$ cat src/rtl/mem_seq_ctrl.sv
// Load/store sequencer between the execute stage and a single-port data memory.
// Issues one access at a time, stalls the pipeline while it is outstanding, and flags timeouts/illegal ops.
module mem_seq_ctrl #(
    parameter int ADDR_W  = 16,
    parameter int DATA_W  = 32,
    parameter int TIMEOUT = 16
) (
    input  logic              clk,
    input  logic              rst_n,
    input  logic              op_valid,
    input  logic              mem_RE,
    input  logic              mem_WE,
    input  logic              flush,
    input  logic [ADDR_W-1:0] addr,
    input  logic [DATA_W-1:0] wdata,
    input  logic              mem_ack,
    input  logic [DATA_W-1:0] mem_rdata,
    output logic              mem_req,
    output logic              mem_wr,
    output logic [ADDR_W-1:0] mem_addr,
    output logic [DATA_W-1:0] mem_wdata,
    output logic              stall,
    output logic [DATA_W-1:0] rdata,
    output logic              rdata_valid,
    output logic              err
);

    typedef enum logic [1:0] {
        IDLE,
        REQ,
        DONE,
        ERR
    } state_t;

    localparam logic [7:0] LAST_COUNT = 8'(TIMEOUT - 1);

    state_t     state;
    state_t     state_next;
    logic [7:0] count;
    logic       start;
    logic       illegal;
    logic       timeout_hit;

    assign start       = op_valid & ~flush & (mem_RE ^ mem_WE);
    assign illegal     = op_valid & ~flush & mem_RE & mem_WE;
    assign timeout_hit = (count == LAST_COUNT);

    always_ff @(posedge clk) begin
        if (!rst_n) begin
            state <= IDLE;
        end else begin
            state <= state_next;
        end
    end

    always_comb begin
        state_next  = state;
        mem_req     = 1'b0;
        stall       = 1'b0;
        rdata_valid = 1'b0;
        err         = 1'b0;
        case (state)
            IDLE: begin
                if (start) begin
                    state_next = REQ;
                    stall      = 1'b1;
                end else if (illegal) begin
                    state_next = ERR;
                end
            end
            REQ: begin
                mem_req = 1'b1;
                stall   = 1'b1;
                // An ack on the final allowed cycle still wins over the timeout.
                if (mem_ack) begin
                    state_next = DONE;
                end else if (timeout_hit) begin
                    state_next = ERR;
                end
            end
            DONE: begin
                rdata_valid = ~mem_wr;
                state_next  = IDLE;
            end
            ERR: begin
                err        = 1'b1;
                state_next = IDLE;
            end
            default: begin
                state_next = IDLE;
            end
        endcase
    end

    // Access attributes are frozen at issue so they stay stable for the whole request.
    always_ff @(posedge clk) begin
        if (!rst_n) begin
            count     <= '0;
            mem_addr  <= '0;
            mem_wdata <= '0;
            mem_wr    <= 1'b0;
            rdata     <= '0;
        end else begin
            if (state == IDLE && start) begin
                mem_addr  <= addr;
                mem_wdata <= wdata;
                mem_wr    <= mem_WE;
                count     <= '0;
            end
            if (state == REQ) begin
                if (mem_ack) begin
                    if (!mem_wr) begin
                        rdata <= mem_rdata;
                    end
                end else begin
                    count <= count + 8'd1;
                end
            end
        end
    end

endmodule

$ cat config.mk
export PLATFORM = sky130hd
export DESIGN_NAME = mem_seq_ctrl
export DESIGN_NICKNAME = d
export VERILOG_FILES = /design/src/rtl/mem_seq_ctrl.sv
export SDC_FILE = /design/constraint.sdc
export NUM_CORES = 1
export LEC_CHECK = 0
export ABC_AREA = 0
export CAP_MARGIN = 5
export CORE_AREA = 2 2 97 99
export DETAILED_ROUTE_END_ITERATION = 10
export DIE_AREA = 0 0 99 101
export PLACE_DENSITY = 0.77
export SLEW_MARGIN = 40
export SYNTH_ARGS = -nofsm -noshare
export SYNTH_HDL_FRONTEND = slang
export SYNTH_SLANG_ARGS = --single-unit
export TNS_END_PERCENT = 20
$ cat constraint.sdc
create_clock -name clk -period 1.7 [get_ports clk]
set_input_delay 0.34 -clock clk [delete_from_list [all_inputs] [get_ports clk]]
set_output_delay 0.34 -clock clk [all_outputs]
set_load 0.05 [all_outputs]
==> results by group <==
Outcome
  – Status: finished, violations left
  – Failing checks: setup timing

Clock tree
  – Clk_lat worst skew: ~350 ps
  – Post-CTS setup repair buffer count: 0
  – Max H-tree Level: 3
  – Clock Tree Root: clkbuf_8
  – Sink Count: 91
  – CTS tree: built
  – Clock transition at path regs: around 90 ps
  – CTS Buffer Depth: 2
  – CTS Buf Count: 9

Placement
  – Port Buffers: 171
  – Number of cells after detailed placement: about 700
  – Post-DP HPWL: around 7300 um
  – GP Congestion: 0.836

Floorplan
  – DIE WIDTH: 99 um
  – Initial core utilization: ~40%
  – Die ar.: roughly 10000 um^2
  – Die Ht: 101 um
  – CORE AREA: roughly 9000 um^2
  – Site Rows: 35
  – Boundary Pins: 172

Timing
  – Setup TNS: -219 ps
  – Setup WS post-layout: -219 ps
  – Crit share post-route: 113%
  – Setup Viol. Count Final: 1
  – Final Skew: 9.03 ps
  – Final-report hold violation count: 0
  – Unrepaired setup endpoints after global routing: yes
  – Least-Margin Pin Slew: 520 ps
  – Fin crit period: roughly 1900 ps
  – Headroom to the max-slew limit: 65.3%
  – Final Max Tran Viols: 0
  – Max Clk Rate: around 0.52 GHz

Setup path
  – R2R Setup Slk: ~60 ps
  – CP arrival: 1580 ps
  – Critical Path RT: 1360 ps
  – Crit path launch type: flop
  – CP max FO: 2
  – CP Class: reg2out
  – CP max stage delay: 550 ps
  – Crit-path slowest cell: or4b_4
  – Critical path cell sequence: or4b_4 > nor2_4 > or2_4 > buf_12
  – CP endpoint kind: output port

Hold path
  – Worst Hold Class: reg2reg

Detailed routing
  – Routed WL: 10400 um
  – DR WL/cell: about 15 um
  – Vias per inst: 5.27
  – Initial drt markers: 141
  – Via Count: about 3800
  – DRC Markers: 0
  – DR pass1 iterations: 5
  – Antenna Nets Post-Route: 0

Yosys
  – Synth warnings: 0
  – Sequential-to-total area share from yosys stat: 51.2%
  – Post-Synth XOR/XNOR Area: less than 1%
  – Post-Synth Adder-Cell Area: 0.351%
  – Ys async rst share: 0%
  – Syn Inst Count: 434
  – Post-synth EDFFs: 0
  – Synth top area cells: dfxtp_1 51%, a21oi_1 12%, nand3_1 7.2%, o21ai_0 7.2%, nand2_1 7.1%
  – Syn_nets: between 500 and 600
  – Synth Area in Compound Gates: 22.9%
  – Share of Yosys cell area claimed by the top area cell type: about half
  – Most frequent cells after synthesis: 91 x dfxtp_1, 85 x a21oi_1, 67 x nand2_1
  – Top-count cell post-synth: dfxtp_1
  – Combinational family with the most area after synthesis: compound AO/OA/AOI/OAI gates
  – Most used DFF post-synth: dfxtp_1
  – Mux cell area share after synthesis: 0%
  – Post-synth cell types: 40
  – Post-synthesis register bit count: 91
  – Syn_area_per_cell: 8.20 um^2
  – Synth area leader: dfxtp_1
  – Simple-gate area share of the yosys netlist: 19.8%
  – Mapped cell area: 3560 um^2

Global routing
  – Largest net degree at the start of global routing: 52
  – Initial antenna violation count: 0
  – GRT overflow: 0
  – Gr usage total: between 20% and 30%
  – First-pass GRT wire length: 16500 um
  – Vias in the first global route: 3496

Pwr
  – Clock Power Share: around 33%
  – Internal: about 3400 uW
  – Comb pwr share: 19.6%
  – Sequential Power Share: a little under half
  – Leakage power: around 0.0021 uW
  – Maximum vdd ir drop: 0.418 mV
  – Net Switching: 1330 uW
  – PwrDens: ~850 nW/um^2
  – Net Sw Frac: 28.0%

Job
  – Max-Cap Viols: 0

Final layout
  – Share of cells above drive strength 1: 23.3%
  – Area growth syn-to-layout: 57.4%
  – Filler instances: 775
  – Layout Cells excl Fill: 712
  – Antenna diodes: 0
  – Layout net count: 685
-- sequential cells by signal, indices dropped and copies added (netlist names) --
name       cells
mem_wdata     32
rdata         32
mem_addr      16
count          8
state          2
mem_wr         1
-- power by group through the flow --
stage          logic, uW  clock network [uW]  registers, uW
6_report             928                1580           2230
5_1_grt              986                1710           2240
4_1_cts              931                1630           2230
3_5_place_dp         923                   0           2280
3_3_place_gp         911                   0           2270
2_1_floorplan        270                   0           2480
-- repair_timing --
action / in CTS / in global routing
hold buffers: 0 / 0
pin swaps: 2 / 0
setup endpoints to repair: 2 / 15
gates resized for setup: 7 / 4
-- kinds of logic (layout without fill, tap and decap cells) --
| kind of cell | Yosys count | in the layout |
|---|---|---|
| AO/OA/AOI/OAI | 151 | 151 |
| AND/OR/NAND/NOR | 145 | 145 |
| flip-flops | 91 | 91 |
| buffers and inverters | 44 | 211 |
| XOR/XNOR | 2 | 2 |
| adder cells (fa/ha/maj) | 1 | 1 |
-- routing by layer --
metal | share of wire, % | wire (um) | GRT usage, % | vias up
met2 | 47 | 4890 | 32.3 | 156
met3 | 8.7 | 905 | 6.45 | 18
li1 | - | - | - | 1849
met4 | 1.7 | 172 | 7.38 | 0
met5 | 0 | 0 | 0 | -
met1 | 43 | 4430 | 26.0 | 1730
-- final timing paths --
| path | start | end | depth (start not counted) |
|---|---|---|---|
| worst max-delay path | state[1] | stall | 4 |
| worst min register to register | rdata[5] | rdata[5] | 2 |
| worst max register to register | state[1] | count[5] | 4 |
| worst min-delay path | rdata[5] | rdata[5] | 2 |
-- layout by cell type (no fill, tap or decap), types with 2 or more instances in the layout --
master           synthesis  final
o21ai_0                 51     50
o221a_2                  2      2
o2111a_1                 2      2
nand3_1                 51     51
nor4_1                   4      4
a21oi_1                 85     85
buf_4                    1     97
bufinv_16                0      2
nand2b_1                 3      3
clkdlybuf4s50_1          0     84
nand4_1                  2      2
a31oi_1                  2      2
dfxtp_1                 91     90
clkinvlp_4               0      3
buf_12                   0     10
nor2_1                   4      3
clkbuf_8                 0      9
a311o_1                  2      2
o211ai_1                 3      3
dlygate4sd2_1            0      2
nand2_1                 67     67
-- area by class of cell --
type                            instances  area (um^2)  share of cell area, %
Sequential cell                        91         1820                   32.5
Timing Repair Buffer                  194         1800                   32.1
Multi-Input combinational cell        299         1620                   28.9
Tap cell                              111          139                   2.48
Clock buffer                            9          124                   2.21
Clock inverter                          6         91.3                   1.63
Inverter                                2         7.51                  0.134
-- critical path, delay by kind of cell (launching register included) --
kind / cells / cell delay [ps]
simple gates: 3 / 780
flops: 1 / 320
buf+inv: 1 / 130
-- metrics by stage --
step           power [uW]  worst slack (ps)  utilization [%]  hold WS [ps]  instance area (um^2)
6_report             4740              -219             62.4           462                  5600
3_3_place_gp         3190              -347             59.7           442                  5360
2_1_floorplan        2750              -253                -           476                  3570
5_1_grt              4930              -293             62.4           480                  5600
3_5_place_dp         3200              -393             59.7           447                  5360
4_1_cts              4790              -240             62.3           460                  5590
No activity file was read; power rests on OpenSTA's default activity.
